## src/rtl/usb_link_pkg.sv

```systemverilog
// Shared link constants and receive FSM encoding, common to the transmit and receive chains.
package usb_link_pkg;

  localparam int unsigned DATA_W_DEF  = 8;
  localparam int unsigned RUN_LEN_DEF = 6;
  localparam logic        LINE_IDLE   = 1'b1;

  localparam logic [1:0] ST_IDLE  = 2'd0;
  localparam logic [1:0] ST_SHIFT = 2'd1;
  localparam logic [1:0] ST_ERR   = 2'd2;

endpackage

```

## src/rtl/rx_nrzi_unstuff_sipo_nrzi_dec.sv

```systemverilog
// NRZI decoder: line reference register plus the "no transition means 1" compare.
module nrzi_dec
  import usb_link_pkg::*;
(
  input  logic clk,
  input  logic rst,
  input  logic en,
  input  logic clr,
  input  logic din,
  output logic dbit_c
);

  logic line_q, line_d;

  assign dbit_c = (din == line_q);

  always_comb begin
    line_d = line_q;
    if (clr)     line_d = LINE_IDLE;
    else if (en) line_d = din;
  end

  always_ff @(posedge clk or negedge rst) begin
    if (!rst) line_q <= LINE_IDLE;
    else      line_q <= line_d;
  end

endmodule

```

## src/rtl/rx_nrzi_unstuff_sipo.sv

```systemverilog
// Receive front end: NRZI decode, zero unstuffing and LSB-first deserialisation into words.
// Optional stuff-violation detection is enabled by defining RX_STUFF_ERR_EN.
module rx_nrzi_unstuff_sipo
  import usb_link_pkg::*;
#(
  parameter int unsigned DATA_W  = DATA_W_DEF,
  parameter int unsigned RUN_LEN = RUN_LEN_DEF
) (
  input  logic              clk,
  input  logic              rst,
  input  logic              en,
  input  logic              clr,
  input  logic              din,
  output logic [DATA_W-1:0] dout,
  output logic              dout_valid,
  output logic              stuff_err
);

  localparam int unsigned CNT_W  = $clog2(DATA_W);
  localparam int unsigned ONES_W = $clog2(RUN_LEN + 1);

  logic [1:0]        state_q, state_d;
  logic [ONES_W-1:0] ones_q, ones_d;
  logic [CNT_W-1:0]  bit_cnt_q, bit_cnt_d;
  logic [DATA_W-1:0] shift_q, shift_d;
  logic [DATA_W-1:0] dout_q, dout_d;
  logic              dout_valid_q, dout_valid_d;
  logic              consume_c;
  logic              do_shift;
  logic              dbit_c;

  // ERR freezes the line reference too, so realignment only happens through clr.
  assign consume_c = en && (state_q != ST_ERR);

  nrzi_dec u_nrzi_dec (
    .clk    (clk),
    .rst    (rst),
    .en     (consume_c),
    .clr    (clr),
    .din    (din),
    .dbit_c (dbit_c)
  );

`ifdef RX_STUFF_ERR_EN
  logic stuff_err_q, stuff_err_d;
  assign stuff_err = stuff_err_q;
`else
  assign stuff_err = 1'b0;
`endif

  assign dout       = dout_q;
  assign dout_valid = dout_valid_q;

  always_comb begin
    state_d      = state_q;
    ones_d       = ones_q;
    bit_cnt_d    = bit_cnt_q;
    shift_d      = shift_q;
    dout_d       = dout_q;
    dout_valid_d = 1'b0;
    do_shift     = 1'b0;
`ifdef RX_STUFF_ERR_EN
    stuff_err_d  = stuff_err_q;
`endif
    if (clr) begin
      state_d   = ST_IDLE;
      ones_d    = '0;
      bit_cnt_d = '0;
      shift_d   = '0;
`ifdef RX_STUFF_ERR_EN
      stuff_err_d = 1'b0;
`endif
    end else if (consume_c) begin
      state_d = ST_SHIFT;
      if (ones_q == ONES_W'(RUN_LEN)) begin
        // Stuff slot: a 0 here is the inserted bit and never reaches the word.
        if (!dbit_c) begin
          ones_d = '0;
        end else begin
`ifdef RX_STUFF_ERR_EN
          stuff_err_d = 1'b1;
          state_d     = ST_ERR;
          ones_d      = '0;
          bit_cnt_d   = '0;
          shift_d     = '0;
`else
          ones_d   = ONES_W'(1);
          do_shift = 1'b1;
`endif
        end
      end else begin
        ones_d   = dbit_c ? (ones_q + ONES_W'(1)) : '0;
        do_shift = 1'b1;
      end
      if (do_shift) begin
        shift_d[bit_cnt_q] = dbit_c;
        if (bit_cnt_q == CNT_W'(DATA_W - 1)) begin
          dout_d       = shift_d;
          dout_valid_d = 1'b1;
          bit_cnt_d    = '0;
        end else begin
          bit_cnt_d = bit_cnt_q + CNT_W'(1);
        end
      end
    end
  end

  always_ff @(posedge clk or negedge rst) begin
    if (!rst) begin
      state_q      <= ST_IDLE;
      ones_q       <= '0;
      bit_cnt_q    <= '0;
      shift_q      <= '0;
      dout_q       <= '0;
      dout_valid_q <= 1'b0;
`ifdef RX_STUFF_ERR_EN
      stuff_err_q  <= 1'b0;
`endif
    end else begin
      state_q      <= state_d;
      ones_q       <= ones_d;
      bit_cnt_q    <= bit_cnt_d;
      shift_q      <= shift_d;
      dout_q       <= dout_d;
      dout_valid_q <= dout_valid_d;
`ifdef RX_STUFF_ERR_EN
      stuff_err_q  <= stuff_err_d;
`endif
    end
  end

endmodule

```

## config.mk

```make
export PLATFORM = sky130hd
export DESIGN_NAME = rx_nrzi_unstuff_sipo
export DESIGN_NICKNAME = d
export VERILOG_FILES = /design/src/rtl/usb_link_pkg.sv /design/src/rtl/rx_nrzi_unstuff_sipo_nrzi_dec.sv /design/src/rtl/rx_nrzi_unstuff_sipo.sv
export SDC_FILE = /design/constraint.sdc
export NUM_CORES = 1
export LEC_CHECK = 0
export ABC_AREA = 1
export CAP_MARGIN = 20
export CORE_MARGIN = 2
export CORE_UTILIZATION = 61
export CTS_BUF_LIST = sky130_fd_sc_hd__clkbuf_8
export DETAILED_ROUTE_END_ITERATION = 16
export GPL_TIMING_DRIVEN = 0
export PLACE_DENSITY_LB_ADDON = 0.25
export SETUP_SLACK_MARGIN = 0.3
export SLEW_MARGIN = 20
export SYNTH_ARGS = -nofsm -noshare
export SYNTH_HDL_FRONTEND = slang
export SYNTH_SLANG_ARGS = --single-unit
export TNS_END_PERCENT = 10
```

## constraint.sdc

```tcl
create_clock -name clk -period 3.3 [get_ports clk]
set_input_delay 0.495 -clock clk [delete_from_list [all_inputs] [get_ports clk]]
set_output_delay 0.495 -clock clk [all_outputs]
set_load 0.1 [all_outputs]
```

==> results of run 1 <==
==> worst paths after layout <==
kind	startpoint	end	cells past startpoint
max in group asynchronous	rst	u_nrzi_dec.line_q	1
worst max-delay path	dout[3]	dout[3]	1
worst min register to register	dout[0]	dout[0]	2
worst min-delay path	rst	shift_q[7]	1
worst max register to register	bit_cnt_q[1]	dout[0]	6
min in group clk	dout[0]	dout[0]	2
==> kinds of logic (layout without fill, tap and decap cells) <==
logic type      Yosys count  in the layout  share of synthesized area
flops                    24             24                      0.470
simple gates            117            117                      0.390
fa+ha+maj                 4              4                     0.0391
other cells               1              1                    0.00293
compound gates            6              6                     0.0254
xor+xnor                  1              1                    0.00684
buf+inv                  19             36                     0.0664
==> per-layer routing <==
layer,GRT usage,share of wire,vias up
met5,0,0,-
met4,0.102,0.020,0
met3,0.0394,0.049,7
met2,0.447,0.52,39
met1,0.286,0.41,544
li1,-,-,573
==> sequential cells by signal (all words and copies together), names as in the netlist <==
| signal | flops |
|---|---|
| dout_valid | 1 |
| u_nrzi_dec.line_q | 1 |
| bit_cnt_q | 3 |
| ones_q | 3 |
| dout | 8 |
| shift_q | 8 |
==> synth_stat cells <==
master	n
inv_1	12
buf_6	1
nand2_1	78
inv_2	1
nand3_1	26
nor2_4	1
buf_4	1
xor2_1	1
conb_1	1
nand3_2	2
ha_1	4
dfrtp_1	23
o21ai_0	4
dfstp_2	1
a22oi_1	1
nor2_1	9
clkbuf_1	2
o21ai_1	1
buf_2	2
nand2_4	1
==> cell type report <==
type / count / share of cell area
Buffer: 6 / 0.0243
Inverter: 13 / 0.0326
Timing Repair Buffer: 13 / 0.0837
Clock buffer: 4 / 0.0368
Tap cell: 27 / 0.0226
Sequential cell: 24 / 0.403
Multi-Input combinational cell: 129 / 0.397
==> stage by stage <==
step	std cells	power [uW]	util
after floorplan	172	403	-
after global placement	212	430	0.737
after detailed placement	212	435	0.737
after CTS	216	632	0.765
after global routing	216	658	0.762
final	216	628	0.762
==> cell usage in the layout, fill, tap and decap left out, types with 2 or more instances in the layout <==
master	n
nand2_1	78
nand3_1	26
dfrtp_1	23
inv_1	12
clkdlybuf4s50_1	12
nor2_1	9
o21ai_0	4
ha_1	4
clkbuf_8	4
buf_2	3
clkbuf_1	2
nand3_2	2
==> where the power goes <==
part           switching [uW]  internal (uW)
logic                    77.5           33.1
clock network            91.5            106
registers                12.6            307
total                     182            447
==> flow_summary.json, run 1 <==
{
  "firstDrtPassIters": 5,
  "routedWlPerCell_um": 12.5,
  "outcome": "complete, no violations",
  "synth_largest_area_cell": "dfrtp_1",
  "slew_violations": 0,
  "hold_ws_ps": 201,
  "dp_slack_ps": 1320,
  "cp_num_buf_inv": 1,
  "final-hold-violation-count": 0,
  "worstMarginPinSlew_ps": 981,
  "worst-path-max-fanout": 2,
  "routed_wl_um": 2710,
  "setup_ws_ps": 1030,
  "final-seq-area_sq_um": 602,
  "slew_headroom": 0.344,
  "track_usage": 0.246,
  "insertedDiodeCount": 0,
  "core.rowCount": 16,
  "cp.required_ps": 2800,
  "clk_path_buf_depth": 2,
  "dieWidth_um": 49.8,
  "period_share": 0.686,
  "ant_nets": 0,
  "synth.avg_cell_area_sq_um": 7.45,
  "design_area_sq_um": 1500,
  "crit_type": "register to output port",
  "leakage_uw": 0.000861,
  "place_congestion": 0.856,
  "synth_cells": 172,
  "post_cts_resize_count": 0,
  "cts_tree": "built",
  "clock_sinks": 24,
  "nFillCells": 148,
  "cp-end-kind": "output port",
  "slowest_delay_ps": 1140,
  "synth_nets": 181,
  "seq_area_frac_synth": 0.470,
  "finalNetCount": 199,
  "initial_core_util": 0.653,
  "path_cells": "clkdlybuf4s50_1",
  "place_hpwl_um": 1970,
  "drt_iter0_drc": 22,
  "numCtsBuffers": 3,
  "drv_cap": 0,
  "ff2ff_setup_slack_ps": 1510,
  "holdBufCountCts": 0,
  "clock_latency_ps": 260,
  "cpLargestDelayFamily": "buffers and inverters",
  "grt_pass1_wl_um": 4610,
  "postPlaceCellArea_sq_um": 1450,
  "dieArea_sq_um": 2480,
  "drive_gt1_frac": 0.0794,
  "rsz0062_at_grt": "no",
  "first_global_vias": 1112,
  "grt_max_degree": 25,
  "netlist-cell-type-count": 20,
  "area_growth_pct": 16.7,
  "grt-ovfl-total": 0,
  "cp-start-kind": "register",
  "fp.coreArea_sq_um": 1960,
  "drc_errors": 0,
  "fmax_mhz": 441,
  "postCtsSetupRepairBufs": 0,
  "synth_top_area_share": 0.449,
  "clock-root-buffer": "clkbuf_8",
  "finalSetupTns_ps": 0,
  "setup_viol": 0,
  "multi_input_area_sq_um": 594,
  "synthTopCellsByArea": "dfrtp_1 45%, nand2_1 23%, nand3_1 10%",
  "min_period_ps": 2270,
  "skew_ps": 2.44,
  "yosys_warnings": 0,
  "cts_max_level": 1,
  "min-delay-path-class": "primary input to asynchronous set/reset pin",
  "drt-vias-per-instance": 5.38,
  "num_vias": 1163,
  "cpMaxStageDelayCell": "clkdlybuf4s50_1",
  "syn_area_sq_um": 1280,
  "ys_ff_latch": 24,
  "clk_pin_slew_ps": 80,
  "ir_drop_mv": 0.300,
  "p_per_area_nw_per_um2": 420,
  "antenna_found_initial": 0,
  "worst_ep_arrival_time_ps": 1770,
  "die-height_um": 49.8,
  "io_pins": 15,
  "numPortBuffers": 13
}
Power figures use the tool's default switching activity.
==> inputs of run 2 (changes only) <==
--- a/config.mk
+++ b/config.mk
@@ -8,7 +8,7 @@
 export ABC_AREA = 1
 export CAP_MARGIN = 20
 export CORE_MARGIN = 2
-export CORE_UTILIZATION = 61
+export CORE_UTILIZATION = 57
 export CTS_BUF_LIST = sky130_fd_sc_hd__clkbuf_8
 export DETAILED_ROUTE_END_ITERATION = 16
 export GPL_TIMING_DRIVEN = 0
==> constraint.sdc (replaced) <==
create_clock -name clk -period 2.3 [get_ports clk]
set_input_delay 0.345 -clock clk [delete_from_list [all_inputs] [get_ports clk]]
set_output_delay 0.345 -clock clk [all_outputs]
set_load 0.1 [all_outputs]
==> flow_summary.json, run 2 (synthesis results as in run 1) <==
{
  "clock_latency_ps": 260,
  "p_int_uw": 607,
  "slew_headroom": 0.350,
  "r2r-start": "bit_cnt_q[1]",
  "drive_gt1_frac": 0.0741,
  "p_total_uw": 860,
  "grt_pass1_wl_um": 4360,
  "crit_type": "register to output port",
  "firstDrtPassIters": 4,
  "final_cell_mix": "78 x nand2_1, 26 x nand3_1, 23 x dfrtp_1",
  "final_common_cell": "nand2_1",
  "path_cells": "clkdlybuf4s50_1",
  "antenna_found_initial": 0,
  "drt-vias-per-instance": 5.12,
  "seqPwrFrac": 0.532,
  "grt_max_degree": 25,
  "outcome": "complete, no violations",
  "core.rowCount": 17,
  "clk_path_buf_depth": 2,
  "cpLargestDelayFamily": "buffers and inverters",
  "holdBufCountCts": 0,
  "postCtsSetupRepairBufs": 0,
  "r2r_end": "dout[2]",
  "finalSetupTns_ps": 0,
  "leakage_uw": 0.000882,
  "clock_sinks": 24,
  "num_vias": 1112,
  "worst_ep_arrival_time_ps": 1760,
  "ant_nets": 0,
  "final-hold-violation-count": 0,
  "initial_core_util": 0.591,
  "dieArea_sq_um": 2640,
  "period_share": 0.914,
  "min-delay-path-class": "primary input to asynchronous set/reset pin",
  "place_hpwl_um": 1850,
  "cts_max_level": 1,
  "p_sw_frac": 0.294,
  "area_growth_pct": 16.1,
  "cp-end-kind": "output port",
  "place_congestion": 0.838,
  "dieWidth_um": 51.4,
  "cp-start-kind": "register",
  "numPortBuffers": 13,
  "io_pins": 15,
  "die-height_um": 51.4,
  "min_period_ps": 2100,
  "p_per_area_nw_per_um2": 578,
  "setup_viol": 0,
  "clk_pin_slew_ps": 80,
  "clock-root-buffer": "clkbuf_8",
  "cts_tree": "built",
  "rsz0062_at_grt": "yes",
  "pwr-share-clk": 0.286,
  "cp.required_ps": 1960,
  "worstMarginPinSlew_ps": 972,
  "slowest_delay_ps": 1140,
  "cp_num_buf_inv": 1,
  "grt-ovfl-total": 0,
  "finalNetCount": 199,
  "ir_drop_mv": 0.371,
  "drc_errors": 0,
  "insertedDiodeCount": 0,
  "fmax_mhz": 476,
  "cpMaxStageDelayCell": "clkdlybuf4s50_1",
  "skew_ps": 5.75,
  "numCtsBuffers": 3,
  "fin_util": 0.686,
  "fp.coreArea_sq_um": 2170,
  "slew_violations": 0,
  "track_usage": 0.221,
  "worst-path-max-fanout": 2,
  "ff2ff_setup_slack_ps": 580,
  "routedWlPerCell_um": 11.7,
  "reg2reg_depth": 6,
  "routed_wl_um": 2540,
  "combPwrFrac": 0.181,
  "first_global_vias": 1040,
  "p_sw_uw": 253,
  "drv_cap": 0,
  "drt_iter0_drc": 21
}
[run 2: repair_timing]
item	4_1_cts	5_1_grt
gates resized for setup	1	1
endpoints found under the hold margin	0	0
gates cloned	0	0
endpoints found under the setup margin	9	8
[run 2: worst max path at each step]
stage / start / to / slack (ps) / cells after the start
after floorplan: bit_cnt_q[1] / dout[0] / 870 / 6
after global placement: dout[4] / dout[4] / 500 / 1
after detailed placement: dout[2] / dout[2] / 480 / 1
after CTS: dout[6] / dout[6] / 190 / 1
after global routing: dout[5] / dout[5] / 170 / 1
final: dout[5] / dout[5] / 200 / 1
[run 2: per-stage QoR]
step | instance area, sq um | setup slack, ps | hold WS [ps] | cells
6_report | 1490 | 197 | 53.3 | 217
5_1_grt | 1490 | 167 | 100 | 217
4_1_cts | 1490 | 191 | 491 | 217
3_5_place_dp | 1450 | 481 | 469 | 213
3_3_place_gp | 1450 | 497 | 464 | 213
2_1_floorplan | 1280 | 869 | 49.4 | 172
[run 2: cell type report]
type	instances	area, sq um
Sequential cell	24	602
Buffer	6	36.3
Tap cell	28	35.0
Fill cell	187	682
Timing Repair Buffer	13	126
Inverter	13	48.8
Clock buffer	3	41.3
Multi-Input combinational cell	129	594
Clock inverter	1	3.75
[run 2: power groups by stage]
stage / combinational (uW) / clock, uW / sequential, uW
after global placement: 152 / 0 / 465
final: 156 / 246 / 458
after CTS: 158 / 253 / 458
after global routing: 175 / 267 / 461
after floorplan: 103 / 0 / 474
after detailed placement: 157 / 0 / 466
[run 2: per-layer routing]
metal,GRT usage,share of wire
met1,0.269,0.47
met4,0.0658,0.012
met5,0,0
met2,0.400,0.49
met3,0.0351,0.020
